File: src/rtl/serial_subtractor.sv
// Bit-serial subtractor: computes a - b one bit per clock, LSB first, through a
// full-subtractor cell with a registered borrow; single-cycle done pulse on completion.
module serial_subtractor #(
  parameter int unsigned WIDTH = 8
) (
  input  logic             clk,
  input  logic             rst,
  input  logic             start,
  input  logic [WIDTH-1:0] a,
  input  logic [WIDTH-1:0] b,
  output logic             busy,
  output logic             done,
  output logic [WIDTH-1:0] diff,
  output logic             bout,
  output logic             ovf
);

  localparam int unsigned      CNT_W = $clog2(WIDTH);
  localparam logic [CNT_W-1:0] LAST  = CNT_W'(WIDTH - 1);

  typedef enum logic [1:0] {
    S_IDLE,
    S_SHIFT,
    S_DONE
  } state_t;

  state_t           r_state;
  logic [WIDTH-1:0] r_a;
  logic [WIDTH-1:0] r_b;
  logic [WIDTH-1:0] r_res;
  logic [CNT_W-1:0] r_cnt;
  logic             r_br;
  logic             r_amsb;
  logic             r_bmsb;

  logic             w_ai;
  logic             w_bi;
  logic             w_d;
  logic             w_br_next;
  logic             w_last;
  logic [WIDTH-1:0] w_res_next;

  // Full-subtractor cell on the current LSB pair and the running borrow
  assign w_ai       = r_a[0];
  assign w_bi       = r_b[0];
  assign w_d        = w_ai ^ w_bi ^ r_br;
  assign w_br_next  = (~w_ai & w_bi) | (~(w_ai ^ w_bi) & r_br);
  assign w_last     = (r_cnt == LAST);
  assign w_res_next = {w_d, r_res[WIDTH-1:1]};

  always_ff @(posedge clk) begin
    if (rst) begin
      r_state <= S_IDLE;
      r_a     <= '0;
      r_b     <= '0;
      r_res   <= '0;
      r_cnt   <= '0;
      r_br    <= 1'b0;
      r_amsb  <= 1'b0;
      r_bmsb  <= 1'b0;
      busy    <= 1'b0;
      done    <= 1'b0;
      diff    <= '0;
      bout    <= 1'b0;
      ovf     <= 1'b0;
    end else begin
      done <= 1'b0;
      case (r_state)
        S_IDLE, S_DONE: begin
          if (start) begin
            r_a     <= a;
            r_b     <= b;
            r_res   <= '0;
            r_cnt   <= '0;
            r_br    <= 1'b0;
            r_amsb  <= a[WIDTH-1];
            r_bmsb  <= b[WIDTH-1];
            busy    <= 1'b1;
            r_state <= S_SHIFT;
          end else begin
            r_state <= S_IDLE;
          end
        end
        S_SHIFT: begin
          r_a   <= r_a >> 1;
          r_b   <= r_b >> 1;
          r_res <= w_res_next;
          r_br  <= w_br_next;
          if (w_last) begin
            // The final cell's d is the result MSB, so overflow is judged on it directly
            diff    <= w_res_next;
            bout    <= w_br_next;
            ovf     <= (r_amsb != r_bmsb) & (w_d != r_amsb);
            busy    <= 1'b0;
            done    <= 1'b1;
            r_state <= S_DONE;
          end else begin
            r_cnt <= r_cnt + CNT_W'(1);
          end
        end
        default: begin
          busy    <= 1'b0;
          r_state <= S_IDLE;
        end
      endcase
    end
  end

endmodule

File: config.mk
export PLATFORM = sky130hd
export DESIGN_NAME = serial_subtractor
export DESIGN_NICKNAME = d
export VERILOG_FILES = /design/src/rtl/serial_subtractor.sv
export SDC_FILE = /design/constraint.sdc
export NUM_CORES = 1
export LEC_CHECK = 0
export ABC_AREA = 1
export CAP_MARGIN = 25
export CORE_AREA = 2 2 61 63
export DETAILED_ROUTE_END_ITERATION = 7
export DIE_AREA = 0 0 63 65
export PLACE_DENSITY = 0.92
export SYNTH_ARGS = -nofsm -noshare
export SYNTH_HDL_FRONTEND = slang
export SYNTH_SLANG_ARGS = --single-unit
File: constraint.sdc
create_clock -name clk -period 2.6 [get_ports clk]
set_input_delay 0.26 -clock clk [delete_from_list [all_inputs] [get_ports clk]]
set_output_delay 0.26 -clock clk [all_outputs]
set_load 0.02 [all_outputs]
==> results.json, run 1 <==
{
  "path_clk_slew_ps": 120,
  "diodes": 0,
  "drt_iter0_markers": 76,
  "start_kind": "register",
  "dp.cells": 319,
  "grt_use_met3_pct": 4.688,
  "rows": 22,
  "wl_mm": 3.614,
  "cts_buffers": 5,
  "synth_cells": 254,
  "cp_top_family": "simple AND/OR/NAND/NOR gates",
  "period_share_pct": 62.32,
  "clk_path_buf_depth": 2,
  "tritoncts": "yes",
  "cp.arrival_ps": 1870,
  "crit_required_ps": 2850,
  "place_area_um2": 2130,
  "ys_ff_latch": 43,
  "syn2layout_area_growth_pct": 16.96,
  "busiest_layer": "met2",
  "rsz0062_at_grt": "false",
  "port_buffers": 30,
  "layout_common_cells": "nand2_1 (49), nand3_1 (44), dfxtp_1 (43)",
  "max_cap_viol_count": 0,
  "min_period_ps": 1620,
  "cts_setup_buffers": 0,
  "route.vias.total": 1647,
  "global_route.overflow_total": 0,
  "crit_path_end_kind": "register",
  "ys_seq_area_share_pct": 46.11,
  "ant_nets": 0,
  "grt_pass1_vias": 1362,
  "insertion_delay_ps": 360,
  "drc": 0,
  "first_pass_iters": 4,
  "grt_pass1_wl_mm": 6.113,
  "cts_sinks": 43,
  "synth_nets": 276,
  "seq_area_um2": 860.8,
  "max-slew-margin-rel_pct": 46.07,
  "grtUsageMet2_pct": 30.05,
  "ioPinCount": 31,
  "gr-usage-met1_pct": 24.13,
  "ctsResizeCount": 0,
  "slew_violations": 0,
  "place_hpwl_mm": 2.365,
  "status": "finished, final reports clean",
  "routedWlPerCell_um": 11.05,
  "multi_input_area_um2": 769.5,
  "via_per_inst": 5.037,
  "critPathMaxStageDelay_ps": 600,
  "finalSetupTns_ps": 0,
  "yosysWarnings": 0,
  "die_h_um": 65,
  "cp_slowest_cell": "nand2_2",
  "ctsHoldBuffers": 0,
  "core-area_um2": 3496,
  "leakage_uw": 0.0008732,
  "antenna_found_initial": 0,
  "dieArea_um2": 4095,
  "worstMarginPinSlew_ps": 806.1,
  "gp_congestion": 0.7583,
  "finalNetCount": 300,
  "start_util_pct": 53.40,
  "final_cells": 327,
  "worst_ir_drop_vdd_mv": 0.3442,
  "grt_max_degree": 48,
  "hold_class": "reg2reg",
  "critPathKind": "reg2reg",
  "cp_max_fo": 47,
  "htree_levels": 2,
  "hold_violations": 0,
  "clockRootBuffer": "clkbuf_4",
  "die_width_um": 63,
  "finalSetupViolCount": 0,
  "drive_above_1_share_pct": 4.659,
  "nFillCells": 314,
  "clock_skew_ps": 7.646,
  "syn_area_um2": 1867,
  "avgSynthCellArea_um2": 7.350,
  "path_cells": "inv_2 > nand2_2 > inv_1 > nand2_1 > a21oi_1",
  "p_per_area_nw_per_um2": 563.8,
  "fmax_mhz": 617.2,
  "final_common_cell": "nand2_1",
  "ys_types": 20,
  "design_area_um2": 2183,
  "crit_buf_inv": 2,
  "grtUsageTotal_pct": 19.10
}
kinds of logic after synthesis:
| family | Yosys count | synth area share, % |
|---|---|---|
| compound gates | 27 | 7.238 |
| fa+ha+maj | 3 | 2.413 |
| simple gates | 133 | 31.57 |
| buf+inv | 48 | 12.67 |
| flops | 43 | 46.11 |
flip-flops by register name, indices dropped and copies added, names as in the netlist:
name,flops
done,1
r_br,1
r_b,8
r_cnt,3
r_amsb,1
r_res,7
r_bmsb,1
r_a,8
ovf,1
r_state,2
busy,1
bout,1
diff,8
metrics by stage:
step           setup slack, ps  util (%)  hold slack, ps  total power (uW)
2_1_floorplan             1345         -           400.9             882.7
3_3_place_gp             853.1     60.92           450.9             918.8
3_5_place_dp             810.7     60.92           454.3             925.7
6_report                 979.8     62.46           470.1              1231
5_1_grt                  859.4     62.46           453.1              1303
4_1_cts                  992.0     62.46           462.5              1240
worst paths after layout:
path	startpoint	endpoint	slack, ps	cells past startpoint
max	r_state[0]	r_b[7]	980	5
min reg2reg	diff[3]	diff[3]	470	2
max reg2reg	r_state[0]	r_b[7]	980	5
min	diff[3]	diff[3]	470	2
synthesized netlist by cell type:
cell	instances	area (um^2)
a21oi_1	26	130.1
dfxtp_1	43	860.8
nand2_2	2	12.51
nor2_1	21	78.83
inv_2	1	3.750
buf_2	5	25.02
nand3_1	44	220.2
nor2_4	1	11.26
clkbuf_2	1	5.000
fa_1	1	20.02
clkinv_1	2	7.510
clkbuf_1	2	7.510
buf_4	1	7.510
nand3b_1	1	7.510
buf_6	6	67.56
nor3_1	15	75.07
inv_1	30	112.6
nand2_1	49	183.9
ha_1	2	25.02
o21ai_0	1	5.000
power by group:
group	internal [uW]	switching (uW)	total [uW]
combinational	80.8	121	201
sequential	696	15.6	712
clock	104	214	318
total	881	350	1230
worst min-delay path: stages (launching register included):
cell and delay [ps]:
dfxtp_1 330, nand2_1 60, a21oi_1 50
cell type report:
class	instances	share of cell area, %
clock buffer	6	1.891
multi-input combinational	163	35.24
clock inverter	2	0.5731
timing repair buffer	32	14.44
sequential	43	39.43
tap	48	2.751
inverter	33	5.673
routing by layer:
| layer | vias up | part of all wire, % |
|---|---|---|
| li1 | 857 | - |
| met2 | 42 | 49 |
| met1 | 741 | 45 |
| met4 | 0 | 2.6 |
| met5 | - | 0 |
| met3 | 7 | 4.3 |
Note: power is estimated with default switching activity, not from simulation.
==> inputs of run 2 (changes only) <==
- CORE_AREA: 2 2 61 63 -> 2 2 67 69
- DIE_AREA: 0 0 63 65 -> 0 0 69 71
- PLACE_DENSITY: 0.92 -> 0.82
- clock period: 2.6 -> 1.4 ns (I/O delays scaled with it)
==> results.json, run 2 (same netlist as run 1, synthesis figures left out) <==
{
  "hold_class": "reg2reg",
  "seq_area_um2": 862.1,
  "drive_above_1_share_pct": 10.03,
  "rows": 24,
  "clock_skew_ps": 2.433,
  "design_area_um2": 2365,
  "total_power_uw": 2464,
  "slew_violations": 0,
  "max-slew-margin-rel_pct": 83.57,
  "cp_max_fo": 4,
  "gp_congestion": 0.7480,
  "antenna_found_initial": 0,
  "max_cap_viol_count": 0,
  "drc": 0,
  "insertion_delay_ps": 280,
  "place_hpwl_mm": 2.706,
  "drt_iter0_markers": 109,
  "multi_input_area_um2": 784.5,
  "layout_common_cells": "nand2_1 (49), dfxtp_1 (42), nand3_1 (41)",
  "htree_levels": 2,
  "start_util_pct": 44.40,
  "status": "finished, final reports clean",
  "syn2layout_area_growth_pct": 26.68,
  "finalSetupViolCount": 0,
  "via_per_inst": 5.079,
  "path_clk_slew_ps": 70,
  "cts_buffers": 5,
  "port_buffers": 30,
  "core-area_um2": 4204,
  "die_h_um": 71,
  "route.vias.total": 1732,
  "min_period_ps": 1365,
  "period_share_pct": 97.52,
  "crit_path_end_kind": "register",
  "crit_required_ps": 1590,
  "grt_max_degree": 35,
  "grt_pass1_wl_mm": 6.437,
  "start_kind": "register",
  "ioPinCount": 31,
  "place_area_um2": 2240,
  "p_per_area_nw_per_um2": 1042,
  "diodes": 0,
  "routedWlPerCell_um": 11.98,
  "critPathKind": "reg2reg",
  "leakage_uw": 0.001053,
  "grt_use_met3_pct": 3.846,
  "wl_mm": 4.086,
  "nFillCells": 392,
  "dieArea_um2": 4899,
  "cp.arrival_ps": 1560,
  "worstMarginPinSlew_ps": 245.9,
  "clk_path_buf_depth": 2,
  "cts_sinks": 43,
  "global_route.overflow_total": 0,
  "tritoncts": "yes",
  "grtUsageTotal_pct": 15.92,
  "grt_pass1_vias": 1502,
  "busiest_layer": "met2",
  "grtUsageMet2_pct": 29.27,
  "hold_violations": 0,
  "reg_top3": "diff: 8 flops, r_a: 8 flops, r_b: 8 flops",
  "finalNetCount": 312,
  "gr-usage-met1_pct": 18.37,
  "first_pass_iters": 4,
  "die_width_um": 69,
  "worst_ir_drop_vdd_mv": 0.6336,
  "ant_nets": 0,
  "final_common_cell": "nand2_1",
  "clockRootBuffer": "clkbuf_8",
  "fmax_mhz": 732.5
}
run 2: cell type report:
cell class / count / area share [%]
multi-input cells: 163 / 33.17
flip-flops and latches: 43 / 36.46
well taps: 52 / 2.751
clock buffers: 6 / 3.069
repair buffers: 44 / 19.26
inverters: 33 / 5.291
run 2: per-stage QoR:
step	worst slack, ps	cells	TNS [ps]	utilization, %	hold slack, ps
after global placement	53.86	332	0	53.27	455.0
after CTS	10.24	338	0	55.03	463.6
after global routing	-18.42	341	-33.76	56.25	476.6
after detailed placement	-20.15	332	-43.71	53.27	457.3
after floorplan	145.2	254	0	-	280.9
final	34.79	341	0	56.25	465.4
run 2: layer usage:
metal  vias up  routed length, um  share of wire [%]
met3         8                203                5.0
met4         0                 57                1.4
met1       799               1688                 41
met2        49               2138                 52
li1        876                  -                  -
met5         -                  0                  0
run 2: final timing paths:
| check | slack (ps) | endpoint | cells after the start | from |
|---|---|---|---|---|
| worst max register to register | 30 | ovf | 7 | r_br |
| worst min register to register | 470 | diff[2] | 2 | diff[2] |
| worst min-delay path | 470 | diff[2] | 2 | diff[2] |
| worst max-delay path | 30 | ovf | 7 | r_br |
run 2: where the power goes:
part,internal [uW],switching [uW]
Sequential,1290,30.4
Clock,333,377
Combinational,196,236
run 2: critical path, stage by stage (launching register included):
cell     delay [ps]
dfxtp_2         350
inv_2            40
fa_1            600
nor2_1           50
nand2_1          80
nand3_2          60
nand2_1          60
inv_1            30
run 2: timing repair:
| item | in CTS | in global routing |
|---|---|---|
| endpoints found under the setup margin | 7 | 16 |
| hold buffers | 0 | 0 |
| gates resized for setup | 1 | 10 |
| setup buffers | 0 | 3 |
| pin swaps | 0 | 4 |
